File: src/rtl/sram_arbiter.sv
// Two-port read-only arbiter for a 16-bit asynchronous SRAM; audio port has priority.
// Define SRAM_ARB_STARVE_GUARD_EN to let a waiting chart request win after STARVE_LIMIT audio grants.
module sram_arbiter #(
   parameter int unsigned WAIT_CYCLES  = 2,
   parameter int unsigned STARVE_LIMIT = 4
) (
   input  logic        CLK,
   input  logic        RESET,
   input  logic        A_REQ,
   input  logic [19:0] A_ADDR,
   output logic        A_ACK,
   output logic [15:0] A_DATA,
   input  logic        C_REQ,
   input  logic [19:0] C_ADDR,
   output logic        C_ACK,
   output logic [15:0] C_DATA,
   output logic        BUSY,
   inout  wire  [15:0] SRAM_DQ,
   output logic [19:0] SRAM_ADDR,
   output logic        SRAM_CE_N,
   output logic        SRAM_OE_N,
   output logic        SRAM_WE_N,
   output logic        SRAM_UB_N,
   output logic        SRAM_LB_N
);

   if (WAIT_CYCLES < 1 || WAIT_CYCLES > 15 || STARVE_LIMIT > 255) begin : gen_bad_param
      $error("sram_arbiter: parameter out of range");
   end

   typedef enum logic [1:0] {StIdle, StRead, StAck} state_t;

   localparam logic [3:0] WaitInit = 4'(WAIT_CYCLES - 1);

   state_t      state_q;
   logic [3:0]  cnt_q;
   logic        owner_c_q;
   logic        run_q;
   logic        grant_c;

   // Release of RESET is retimed so the FSM starts on the second edge after it.
   always_ff @(posedge CLK or negedge RESET) begin
      if (!RESET) begin
         run_q <= 1'b0;
      end else begin
         run_q <= 1'b1;
      end
   end

`ifdef SRAM_ARB_STARVE_GUARD_EN
   localparam logic [7:0] StarveMax = 8'(STARVE_LIMIT);

   logic [7:0] starve_q;

   assign grant_c = C_REQ && (!A_REQ || (starve_q == StarveMax));

   always_ff @(posedge CLK or negedge RESET) begin
      if (!RESET) begin
         starve_q <= 8'd0;
      end else if (run_q && state_q == StIdle) begin
         if (!C_REQ || grant_c) begin
            starve_q <= 8'd0;
         end else if (A_REQ) begin
            starve_q <= starve_q + 8'd1;
         end
      end
   end
`else
   assign grant_c = !A_REQ;
`endif

   always_ff @(posedge CLK or negedge RESET) begin
      if (!RESET) begin
         state_q   <= StIdle;
         cnt_q     <= 4'd0;
         owner_c_q <= 1'b0;
         SRAM_ADDR <= 20'd0;
         SRAM_CE_N <= 1'b1;
         SRAM_OE_N <= 1'b1;
         A_ACK     <= 1'b0;
         C_ACK     <= 1'b0;
         A_DATA    <= 16'd0;
         C_DATA    <= 16'd0;
      end else if (run_q) begin
         unique case (state_q)
            StIdle: begin
               if (A_REQ || C_REQ) begin
                  owner_c_q <= grant_c;
                  SRAM_ADDR <= grant_c ? C_ADDR : A_ADDR;
                  cnt_q     <= WaitInit;
                  SRAM_CE_N <= 1'b0;
                  SRAM_OE_N <= 1'b0;
                  state_q   <= StRead;
               end
            end
            StRead: begin
               if (cnt_q == 4'd0) begin
                  if (owner_c_q) begin
                     C_DATA <= SRAM_DQ;
                     C_ACK  <= 1'b1;
                  end else begin
                     A_DATA <= SRAM_DQ;
                     A_ACK  <= 1'b1;
                  end
                  SRAM_CE_N <= 1'b1;
                  SRAM_OE_N <= 1'b1;
                  state_q   <= StAck;
               end else begin
                  cnt_q <= cnt_q - 4'd1;
               end
            end
            StAck: begin
               A_ACK   <= 1'b0;
               C_ACK   <= 1'b0;
               state_q <= StIdle;
            end
            default: state_q <= StIdle;
         endcase
      end
   end

   assign BUSY      = (state_q != StIdle);
   assign SRAM_DQ   = 16'bz;
   assign SRAM_WE_N = 1'b1;
   assign SRAM_UB_N = 1'b0;
   assign SRAM_LB_N = 1'b0;

endmodule

File: config.mk
export PLATFORM = sky130hd
export DESIGN_NAME = sram_arbiter
export DESIGN_NICKNAME = d
export VERILOG_FILES = /design/src/rtl/sram_arbiter.sv
export SDC_FILE = /design/constraint.sdc
export NUM_CORES = 1
export LEC_CHECK = 0
export CELL_PAD_IN_SITES_DETAIL_PLACEMENT = 0
export CELL_PAD_IN_SITES_GLOBAL_PLACEMENT = 2
export CORE_MARGIN = 4
export CORE_UTILIZATION = 21
export DETAILED_ROUTE_END_ITERATION = 10
export GPL_ROUTABILITY_DRIVEN = 0
export MAX_ROUTING_LAYER = met4
export PLACE_DENSITY = 0.86
export SYNTH_ARGS = -nofsm -noshare
export SYNTH_HDL_FRONTEND = slang
export SYNTH_SLANG_ARGS = --single-unit
File: constraint.sdc
create_clock -name CLK -period 1.6 [get_ports CLK]
set_input_delay 0.48 -clock CLK [delete_from_list [all_inputs] [get_ports CLK]]
set_output_delay 0.48 -clock CLK [all_outputs]
set_load 0.02 [all_outputs]
==> metrics <==
status completed; synth unique cells 31; largest net degree at the start of global routing 45; clock latency at the later pin of the worst-skew pair 0.28 ns; final setup violation count 0; gr usage total 0.0807; crit path kind flip-flop to output pin; synthesized area 2010 um^2; full die area 11200 um^2; core footprint 9280 um^2; max FFs per register 20; worst path required time 1.12 ns; routed wire length 4.97 mm; xor/xnor cell area share of the yosys netlist 0; worst hold margin 0.106 ns; Mean Syn Cell Area 10.1 um^2; most frequent cells in the layout 40 x clkdlybuf4s50_1, 33 x buf_2, 32 x dfrtp_1, 24 x nor2_1; Max Clk Rate 644 MHz; Antenna diodes 0; Net Switching 0.00163 W; Post-DRT Antenna Nets 0; Max Transition Viols Final 0; Top reg by flops SRAM_ADDR; Top Registers SRAM_ADDR: 20 flops, cnt_q: 4 flops, state_q: 2 flops; H-tree depth 2; RSZ-0062 raised after global routing false; leakage 1.39 nW; Int Power 0.00244 W; Initial Utilization 0.216; main combinational cell family by area after synthesis buffers and inverters; DP Area 2960 um^2; WL/cell 12.1 um; clock power share 0.153; crit start category flip-flop; CP Cell Sequence clkdlybuf4s15_2; fill count 1021; Die H 106 um; CP peak stage delay 0.54 ns; Layout area overhead 46.4%; sw frac 0.401; clk slew on worst S/H paths 0.07 ns; highest ir drop seen on vdd 0.000444 V; I/O pin total 120; PortBufs 100; Layout Nets 329; min-delay worst type input port to asynchronous set/reset pin; Max-cap violations 0; TritonCTS clock tree built; Setup crit end kind output pin; Die X 106 um; CTS sink cnt 33; FF-to-FF setup slack 0.08 ns; sequential share of the synthesized area 0.412; post-synthesis mux area share 0.110; CP max FO 3; Cell Rows 35; vias in the first global route 1483; combinational share of power 0.506; commonest non-fill, non-tap cell in the layout clkdlybuf4s50_1; crit path max-delay cell type dfstp_2; Cells after Synth 198; detailed-route DRC error count 0; number of synthesized register bits 33; minimum clock period 1.55 ns; Synth Area in Compound Gates 0.136; area share of fa/ha/maj cells after synthesis 0.0125; Top delay family on crit path flip-flops; Seq pwr share 0.340; Design Area, Final 2940 um^2; grt ovf 0; TritonCTS Buffers 5; CP arrival 1.07 ns; vias per inst 3.70; CP bufs+invs 1; post-route clock skew 0.00460 ns; layout cell share with drive strength beyond 1 0.290; drt pass-1 iters 4; yosys warns 0; global-route wire length before repair 7.09 mm; Fin. Hold Viols 0; CTS root buf clkbuf_8; total number of vias 1524; Final Cycle Share 0.971; initial antenna violation count 0; initial drt markers 59; PwrDens 1380 nW/um^2; area share of and/or/nand/nor cells after synthesis 0.102; DPL Wire Length 3.66 mm; CTS max path bufs 2; hold_buf cts 0
## power groups by stage
stage	clock (W)	sequential (W)	combinational [W]
final	0.000622	0.00138	0.00206
after global routing	0.000697	0.00144	0.00222
after detailed placement	0	0.00140	0.00216
after floorplan	0	0.00173	0.000907
after global placement	0	0.00139	0.00213
after CTS	0.000662	0.00138	0.00196
## layer usage
metal	part of all wire	wire length, um	global-route usage	vias up
met3	0.065	324	0.0220	4
li1	-	-	-	762
met2	0.52	2610	0.143	62
met5	0	0	-	-
met4	0.0085	42	0.0333	0
met1	0.40	1990	0.0850	696
## Yosys cell counts
cell type / number / area (um^2)
nand2b_4: 1 / 13.8
nor3_4: 1 / 16.3
a21oi_1: 7 / 35.0
o31ai_1: 1 / 7.51
mux2i_1: 22 / 220
buf_2: 3 / 15.0
o21a_1: 2 / 15.0
nor3_2: 1 / 10.0
dfrtp_1: 32 / 801
o2bb2ai_1: 1 / 8.76
ha_1: 2 / 25.0
nor2_1: 24 / 90.1
dfstp_2: 1 / 26.3
a22o_1: 1 / 8.76
a21o_1: 1 / 7.51
a31oi_1: 1 / 6.26
a21bo_2: 1 / 10.0
nand3_1: 1 / 5.00
buf_6: 3 / 33.8
nand2_1: 7 / 26.3
nor3b_2: 1 / 12.5
nand4b_1: 1 / 8.76
o21ai_0: 3 / 15.0
nor3_1: 2 / 10.0
a21oi_2: 17 / 149
nor2b_1: 1 / 6.26
buf_4: 51 / 383
inv_1: 5 / 18.8
conb_1: 2 / 7.51
or3_1: 1 / 6.26
a41o_1: 1 / 10.0
## worst paths after layout
kind                           start  cells past startpoint            to
setup / recovery           SRAM_OE_N                      1     SRAM_CE_N
hold / removal                 RESET                      1      cnt_q[0]
setup reg to reg            cnt_q[0]                      5     C_DATA[0]
hold reg to reg             cnt_q[0]                      1      cnt_q[0]
max in group asynchronous      RESET                      2  SRAM_ADDR[7]
min in group CLK            cnt_q[0]                      1      cnt_q[0]
## stage by stage
step / worst slack (ns) / power, W / TNS [ns] / util / cells
final: 0.0466 / 0.00406 / 0 / 0.317 / 412
after global routing: 0.0114 / 0.00436 / 0 / 0.317 / 412
after CTS: 0.00557 / 0.00401 / 0 / 0.329 / 409
after detailed placement: -0.259 / 0.00356 / -5.81 / 0.318 / 402
after global placement: -0.264 / 0.00352 / -5.55 / 0.318 / 402
after floorplan: 0.167 / 0.00263 / 0 / - / 216
## cell type report
cell class	count	area [um^2]	area share
inverter	5	18.8	0.00638
multi-input combinational	121	811	0.276
tap	129	161	0.0549
sequential	33	827	0.281
clock buffer	7	86.3	0.0294
timing repair buffer	117	1040	0.352
## worst register-to-register path, stage by stage, from the launching register on
cell,delay (ns)
dfrtp_1,0.40
inv_1,0.09
ha_1,0.16
nor3b_4,0.30
nand3_1,0.23
o21a_1,0.22
## timing repair
| item | CTS | global route |
|---|---|---|
| cloned | 0 | 2 |
| endpoints found under the setup margin | 57 | 40 |
| setup buffers | 0 | 1 |
| pin swaps | 0 | 1 |
| resized for setup | 126 | 37 |
## logic make-up after synthesis
kind of cell / count (synthesis)
AOI/OAI and AO/OA: 36
adders and majority gates: 2
buffers and inverters: 62
DFF: 33
muxes: 22
other: 2
and+or+nand+nor: 41
Power figures use the tool's default switching activity.
